<file path="config.mk">
export PLATFORM = sky130hd
export DESIGN_NAME = unified_mem_arbiter
export DESIGN_NICKNAME = d
export VERILOG_FILES = /design/src/rtl/unified_mem_arbiter.sv
export SDC_FILE = /design/constraint.sdc
export NUM_CORES = 1
export LEC_CHECK = 0
export BUFFER_PORTS_ARGS = -buffer_cell sky130_fd_sc_hd__buf_4
export CAP_MARGIN = 25
export CORE_MARGIN = 2
export CORE_UTILIZATION = 35
export DETAILED_ROUTE_END_ITERATION = 10
export PLACE_DENSITY = 0.72
export SYNTH_ARGS = -nofsm -noshare
export SYNTH_HDL_FRONTEND = slang
export SYNTH_SLANG_ARGS = --single-unit
</file>
<file path="constraint.sdc">
create_clock -name clk -period 6.5 [get_ports clk]
set_input_delay 0.975 -clock clk [delete_from_list [all_inputs] [get_ports clk]]
set_output_delay 0.975 -clock clk [all_outputs]
set_load 0.05 [all_outputs]
</file>
<file path="src/rtl/unified_mem_arbiter.sv">
// unified_mem_arbiter
// Shares one single-port unified RAM between instruction fetch (IF, read-only)
// and the data stage (MEM, loads/stores with byte enables). Accesses are
// serialised. MEM has fixed priority, but a starvation guard forces an IF grant
// after IF_STARVE_MAX consecutive MEM grants made while IF was waiting.
//
// Ports:
//   clk, rst        clock (rising edge), asynchronous active-high reset
//   if_req/if_addr  fetch request (held until if_ready) and byte address
//   if_rdata        last fetched word; if_ready is a one-cycle completion pulse
//   mem_req/we/addr/wdata/be
//                   data request (held until mem_ready), 1=store / 0=load
//   mem_rdata       last loaded word; mem_ready is a one-cycle completion pulse
//   ram_en/we/addr/wdata/be
//                   registered memory port, ram_en high for one cycle per access
//   ram_rdata       memory read data, valid LATENCY cycles after the ram_en cycle
//   stall           some request is still unserved this cycle
//   misalign        sticky: IF was granted with a non-word-aligned address
//
// Optional feature (macro MEM_ARB_PERF_EN): adds perf_stall_cycles,
// perf_if_grants and perf_mem_grants, 32-bit wrapping counters cleared by rst.
//
// Timing: request sampled in IDLE at edge 0 -> ram_en in cycle 1 ->
// ready in cycle LATENCY+2; one access per LATENCY+3 cycles back to back.
module unified_mem_arbiter #(
  parameter int AW            = 32,
  parameter int LATENCY       = 2,
  parameter int IF_STARVE_MAX = 4
) (
  input  logic          clk,
  input  logic          rst,
  input  logic          if_req,
  input  logic [AW-1:0] if_addr,
  output logic [31:0]   if_rdata,
  output logic          if_ready,
  input  logic          mem_req,
  input  logic          mem_we,
  input  logic [AW-1:0] mem_addr,
  input  logic [31:0]   mem_wdata,
  input  logic [3:0]    mem_be,
  output logic [31:0]   mem_rdata,
  output logic          mem_ready,
  output logic          ram_en,
  output logic          ram_we,
  output logic [AW-1:0] ram_addr,
  output logic [31:0]   ram_wdata,
  output logic [3:0]    ram_be,
  input  logic [31:0]   ram_rdata,
  output logic          stall,
  output logic          misalign
`ifdef MEM_ARB_PERF_EN
  ,
  output logic [31:0]   perf_stall_cycles,
  output logic [31:0]   perf_if_grants,
  output logic [31:0]   perf_mem_grants
`endif
);

  localparam logic [1:0] S_IDLE   = 2'd0;
  localparam logic [1:0] S_ACCESS = 2'd1;
  localparam logic [1:0] S_WAIT   = 2'd2;
  localparam logic [1:0] S_RESP   = 2'd3;

  localparam int            SW         = (IF_STARVE_MAX < 1) ? 1 : $clog2(IF_STARVE_MAX + 1);
  localparam logic [SW-1:0] STARVE_MAX = SW'(IF_STARVE_MAX);
  // WAIT counts down to 0; at 0 the read data is on ram_rdata. LATENCY==1
  // loads 0, so WAIT captures on its first cycle.
  localparam logic [3:0]    WAIT_INIT  = 4'(LATENCY - 1);

  logic [1:0]    state_q, state_d;
  logic          own_if_q, own_if_d;      // 1: current access belongs to IF
  logic [3:0]    wcnt_q, wcnt_d;
  logic [SW-1:0] starve_q, starve_d;
  logic          ram_en_q, ram_en_d;
  logic          ram_we_q, ram_we_d;
  logic [AW-1:0] ram_addr_q, ram_addr_d;
  logic [31:0]   ram_wdata_q, ram_wdata_d;
  logic [3:0]    ram_be_q, ram_be_d;
  logic [31:0]   if_rdata_q, if_rdata_d;
  logic [31:0]   mem_rdata_q, mem_rdata_d;
  logic          if_ready_q, if_ready_d;
  logic          mem_ready_q, mem_ready_d;
  logic          misalign_q, misalign_d;

  logic          if_win, grant_if, grant_mem;

  // IF only beats a pending MEM request once the guard has saturated.
  assign if_win    = if_req & (~mem_req | (starve_q == STARVE_MAX));
  assign grant_if  = (state_q == S_IDLE) & if_win;
  assign grant_mem = (state_q == S_IDLE) & mem_req & ~if_win;

  always_comb begin
    state_d     = state_q;
    own_if_d    = own_if_q;
    wcnt_d      = wcnt_q;
    starve_d    = starve_q;
    ram_en_d    = 1'b0;
    ram_we_d    = ram_we_q;
    ram_addr_d  = ram_addr_q;
    ram_wdata_d = ram_wdata_q;
    ram_be_d    = ram_be_q;
    if_rdata_d  = if_rdata_q;
    mem_rdata_d = mem_rdata_q;
    if_ready_d  = 1'b0;
    mem_ready_d = 1'b0;
    misalign_d  = misalign_q;

    case (state_q)
      S_IDLE: begin
        if (grant_if) begin
          own_if_d   = 1'b1;
          ram_en_d   = 1'b1;
          ram_we_d   = 1'b0;
          ram_addr_d = if_addr;
          ram_be_d   = 4'hF;
          starve_d   = '0;
          if (if_addr[1:0] != 2'b00) misalign_d = 1'b1;
          state_d    = S_ACCESS;
        end else if (grant_mem) begin
          own_if_d    = 1'b0;
          ram_en_d    = 1'b1;
          ram_we_d    = mem_we;
          ram_addr_d  = mem_addr;
          ram_wdata_d = mem_wdata;
          ram_be_d    = mem_be;
          // Only MEM grants that actually made IF wait count toward the guard.
          if (!if_req)                     starve_d = '0;
          else if (starve_q != STARVE_MAX) starve_d = starve_q + SW'(1);
          state_d     = S_ACCESS;
        end
      end
      S_ACCESS: begin
        wcnt_d  = WAIT_INIT;
        state_d = S_WAIT;
      end
      S_WAIT: begin
        if (wcnt_q == 4'd0) begin
          // Stores leave the requester's rdata untouched.
          if (!ram_we_q) begin
            if (own_if_q) if_rdata_d  = ram_rdata;
            else          mem_rdata_d = ram_rdata;
          end
          if (own_if_q) if_ready_d  = 1'b1;
          else          mem_ready_d = 1'b1;
          state_d = S_RESP;
        end else begin
          wcnt_d = wcnt_q - 4'd1;
        end
      end
      S_RESP:  state_d = S_IDLE;
      default: state_d = S_IDLE;
    endcase
  end

  always_ff @(posedge clk or posedge rst) begin
    if (rst) begin
      state_q     <= S_IDLE;
      own_if_q    <= 1'b0;
      wcnt_q      <= 4'd0;
      starve_q    <= '0;
      ram_en_q    <= 1'b0;
      ram_we_q    <= 1'b0;
      ram_addr_q  <= '0;
      ram_wdata_q <= 32'd0;
      ram_be_q    <= 4'd0;
      if_rdata_q  <= 32'd0;
      mem_rdata_q <= 32'd0;
      if_ready_q  <= 1'b0;
      mem_ready_q <= 1'b0;
      misalign_q  <= 1'b0;
    end else begin
      state_q     <= state_d;
      own_if_q    <= own_if_d;
      wcnt_q      <= wcnt_d;
      starve_q    <= starve_d;
      ram_en_q    <= ram_en_d;
      ram_we_q    <= ram_we_d;
      ram_addr_q  <= ram_addr_d;
      ram_wdata_q <= ram_wdata_d;
      ram_be_q    <= ram_be_d;
      if_rdata_q  <= if_rdata_d;
      mem_rdata_q <= mem_rdata_d;
      if_ready_q  <= if_ready_d;
      mem_ready_q <= mem_ready_d;
      misalign_q  <= misalign_d;
    end
  end

  assign ram_en    = ram_en_q;
  assign ram_we    = ram_we_q;
  assign ram_addr  = ram_addr_q;
  assign ram_wdata = ram_wdata_q;
  assign ram_be    = ram_be_q;
  assign if_rdata  = if_rdata_q;
  assign if_ready  = if_ready_q;
  assign mem_rdata = mem_rdata_q;
  assign mem_ready = mem_ready_q;
  assign misalign  = misalign_q;
  assign stall     = (if_req & ~if_ready_q) | (mem_req & ~mem_ready_q);

`ifdef MEM_ARB_PERF_EN
  logic [31:0] perf_stall_q, perf_if_q, perf_mem_q;

  always_ff @(posedge clk or posedge rst) begin
    if (rst) begin
      perf_stall_q <= 32'd0;
      perf_if_q    <= 32'd0;
      perf_mem_q   <= 32'd0;
    end else begin
      if (stall)     perf_stall_q <= perf_stall_q + 32'd1;
      if (grant_if)  perf_if_q    <= perf_if_q + 32'd1;
      if (grant_mem) perf_mem_q   <= perf_mem_q + 32'd1;
    end
  end

  assign perf_stall_cycles = perf_stall_q;
  assign perf_if_grants    = perf_if_q;
  assign perf_mem_grants   = perf_mem_q;
`endif

endmodule
</file>
Yosys cells after proc, flatten, opt, wreduce, memory -nomap -nowiden. Cells that the tools add are included.

Register bits after elaboration: 147. Latch bits: 0. Memory bits (writable): 0. ROM bits: 0. Input bits: 137. Output and inout port bits: 138. Word-level logic and storage cells: 80. Memories: 0.

Add/subtract/negate cells: 2. Multiply operators: 0. Div/mod/pow operators: 0. $lt $le $gt $ge: 0. Equal/unequal tests: 9. Shifts and indexed selects: 0. Muxes and demuxes: 27. Bitwise operators: 15. Reduce and logical (&&, ||, !) cells: 13.

Operators by type and width (count): $mux 32 (2); $mux 1 (13); $mux 3 (4); $mux 4 (3); $reduce_and 3->1 (3); $pmux 2 s4 (1); $pmux 4 s2 (1); $reduce_and 4->1 (2); $not 1->1 (7); $and 1x1->1 (6); $mux 2 (3); $ne 3x3->1 const B (2); $reduce_and 2->1 (3); $reduce_bool 2->1 (3); $eq 2x2->1 const B (2); $logic_not 4->1 (1); $ne 2x2->1 const B (2); $sub 4x1->4 const B (1); $add 3x1->3 const B (1); $eq 3x3->1 const B (1); $ne 3x1->1 const B (1); $eq 2x1->1 const B (1); $logic_not 2->1 (1); $or 1x1->1 (2).

Longest topological paths before layout.
Depth in word-level cells: 8. Mapped depth: 9. Gate-level depth less buffers: 6.

Least setup slack after synthesis. OpenSTA, ideal clock, no wires.

Path kind: in2out. Start point: input if_req. End point: output stall. Data arrival time: 1995 ps. Required time: 5525 ps. Setup slack: 3530 ps. Stages on the path: 3. Buffers on the path: 1. Cells stage by stage: buf_2 > inv_1 > o22ai_1.

Word-level cells in the longest chain between the ends: 2.

RTL lines: from (decl) (RTL line 32) `input logic if_req,`; $and 1x1->1 (RTL line 199) `assign stall = (if_req & ~if_ready_q) | (mem_req & ~mem_ready_q);`; $or 1x1->1 (RTL line 199); to (decl) (RTL line 49) `output logic stall,`.

No other way between the ends.

Worst setup path in the final report. Same ends and word-level chain as after synthesis.

==> metrics.txt <==
CTS HTree Levels=4; routed vias=4880; Setup TNS=0 ns; setup bufs post-CTS=0; hold endpoint=ram_wdata[29]; CP max-delay cell=buf_4; initial antenna violation count=0; critical path data required time=5.52 ns; count of input and output buffers=274; xor/xnor share of the synthesized area=0; Clock Power Share=0.173; WL per Instance=16.4 um; switching power=0.00283 W; Synth-to-Final Area Change=46.8%; r2r startpoint=state_q[0]; Crit. End Element=primary output; peak supply drop=0.363 mV; Die Wd=137 um; setup ws final=3.64 ns; Post-Synth Simple-Gate Area=0.0488; area share of fa/ha/maj cells after synthesis=0.0122; final worst-path cycle share=0.441; share of cells above drive strength 1=0.510; DR DRC count=0; design area=0.00904 mm2; critical register-to-register path endpoint=if_rdata[20]; Initial Util=0.357; Yosys top cell by area=dfrtp_1; mux cell area share after synthesis=0.184; # IOs=275; Hold Path Stages=1; RSZ-0062 raised after global routing=false; Ant. Diodes=0; hold_sp=ram_wdata[29]; vias per cell=4.95; CTS tree=built; Clk pin slew, worst setup/hold paths=0.06 ns; first-pass GRT wire length=25100 um; Initial DRC Count=214; syn avg cell area=12.8 um2; Worst setup startpoint=if_req; WL final=16200 um; Final Max Slew Viols=0; CP arrival=1.89 ns; Unique masters post-synth=36; Hold WC Path Type=register to register; clock sinks=147; cells along the critical path=buf_4 -> inv_1 -> o22ai_1 -> buf_4; hold buffers post-CTS=0; Congestion Overflow GR=0; CTS Buf Count=17; final setup fails=0; Power Internal=0.00304 W; Worst Skew=0.00755 ns; Ys Warns=0; Synth Area in Compound Gates=0.120; Sw Share=0.482; Startpoint Class=input port; Max-Cap Viols=0; root buf cell=clkbuf_16; post-route ant nets=0; largest family of logic cells by synthesized area=multiplexers; Clock Latency Late Sink=0.42 ns; Place WS=3.56 ns; Mapped Nets=625; Synth Cell Area=0.00616 mm2; kind of critical path=input port to primary output; min Tclk post-route=2.86 ns; leakage=4.21 nW; Rel. slew slack=0.363; combinational power share=0.551; routability cong.=0.753; Crit path top cell by count=buf_4; outcome=completed; Die Height=137 um; DR pass1 iterations=4; Die Footprint=0.0187 mm2; largest net degree at the start of global routing=86; Worst Path Max Fanout=37; Yosys top cell area share=0.597; FF-to-FF path depth=5; post-CTS resize count=0; Post-Synthesis Cells=482; sequential share of the synthesized area=0.597; Core Region=0.0172 mm2; CTS max path bufs=2; Critical Path Max Stage Delay=0.35 ns; vias in the first global route=4830; Detail Placement HPWL=11500 um; # rows=48; Fmax=0.349 GHz; slew at the pin with the worst max-slew slack=0.950 ns; Reg2Reg Setup Slack=3.96 ns; Hold Fails Final Rpt=0; pwr dens=650 mW/mm2; crit-path leading delay family=buffers and inverters; overall routing resource usage=0.172; top cells by area, synth=dfrtp_1 60%, mux2_2 12%, mux2_1 5.9%; post-synthesis register bit count=147; dpl cell area=0.00841 mm2; fin nets=891; register share of total power=0.276; Buf/Inv on CP=3
==> how the worst max path moves through the flow <==
stage / end / depth (start not counted) / slack (ns)
after global placement: ram_addr[6] / 6 / 3.10
after CTS: stall / 4 / 3.66
after detailed placement: ram_addr[18] / 7 / 3.56
final: stall / 4 / 3.64
after global routing: stall / 4 / 3.55
after floorplan: if_rdata[0] / 1 / 1.57
==> through the flow <==
| stage | hold WS [ns] | total power, W | cells | utilization |
|---|---|---|---|---|
| 2_1_floorplan | 0.469 | 0.00387 | 482 | - |
| 3_3_place_gp | 0.467 | 0.00483 | 952 | 0.486 |
| 3_5_place_dp | 0.476 | 0.00489 | 953 | 0.488 |
| 4_1_cts | 0.490 | 0.00593 | 985 | 0.524 |
| 5_1_grt | 0.508 | 0.00616 | 986 | 0.525 |
| 6_report | 0.487 | 0.00588 | 986 | 0.525 |
==> worst reg2reg max path, delay by kind of cell, from the launching register on <==
| family | cells | cell delay (ns) |
|---|---|---|
| buffers and inverters | 1 | 0.08 |
| DFF | 1 | 0.40 |
| adders and majority gates | 1 | 0.32 |
| muxes | 1 | 0.63 |
| and+or+nand+nor | 2 | 0.98 |
==> power groups by stage <==
stage	clock (W)	combinational [W]	sequential, W
finish	0.00102	0.00324	0.00162
global route	0.00108	0.00340	0.00168
CTS	0.00104	0.00326	0.00163
detailed placement	0	0.00326	0.00163
global placement	0	0.00320	0.00163
floorplan	0	0.000780	0.00309
==> metal layers <==
layer / GRT usage / vias to the layer above / part of all wire / routed length (um)
met3: 0.0544 / 17 / 0.093 / 1500
met2: 0.272 / 232 / 0.47 / 7650
met4: 0.0602 / 0 / 0.014 / 235
met1: 0.224 / 2359 / 0.42 / 6810
met5: 0 / - / 0 / 0
li1: - / 2272 / - / -
==> cells in the mapped netlist, drive strengths merged <==
cell type / number
a21bo: 1
a21boi: 1
a21oi: 37
a22o: 1
a22oi: 1
a31oi: 2
a41oi: 32
and2: 1
and4bb: 1
buf: 18
clkbuf: 17
dfrtp: 147
ha: 6
inv: 12
mux2: 98
mux2i: 3
nand2: 9
nand2b: 2
nand3: 2
nand3b: 1
nand4bb: 1
nor2: 44
nor3: 2
nor3b: 1
o21ai: 36
o21bai: 1
o22a: 1
o22ai: 2
o32ai: 1
or3b: 1
==> flip-flops by register name, indices dropped and copies added, names as in the netlist, 2 cells and up <==
signal     flops
ram_wdata     32
wcnt_q         4
state_q        2
ram_addr      32
if_rdata      32
mem_rdata     32
starve_q       3
ram_be         4
==> cell families (layout without fill, tap and decap cells) <==
family	after synthesis	after routing
AOI/OAI and AO/OA	116	116
adders and majority gates	6	6
buffers and inverters	47	326
DFF	147	147
muxes	101	101
and+or+nand+nor	65	65
==> cell type report <==
class	instances	area, um2
flip-flops and latches	147	3680
inverters	12	50.0
well taps	225	282
clock inverters	14	176
multi-input cells	288	2270
repair buffers	282	2150
fillers	1499	8190
clock buffers	18	439
==> placed cells by master, fill, tap and decap left out, drive strengths merged, types with 2 or more instances in the layout <==
| cell type | count |
|---|---|
| inv | 16 |
| dfrtp | 147 |
| clkinvlp | 4 |
| buf | 282 |
| a41oi | 32 |
| nand2 | 9 |
| nor2 | 44 |
| nor3 | 2 |
| clkbuf | 18 |
| nand3 | 2 |
| mux2 | 98 |
| a21oi | 37 |
| mux2i | 3 |
| bufinv | 3 |
| a31oi | 2 |
| nand2b | 2 |
| o22ai | 2 |
| ha | 6 |
| clkinv | 3 |
| o21ai | 36 |
(Power assumes the default switching activity.)
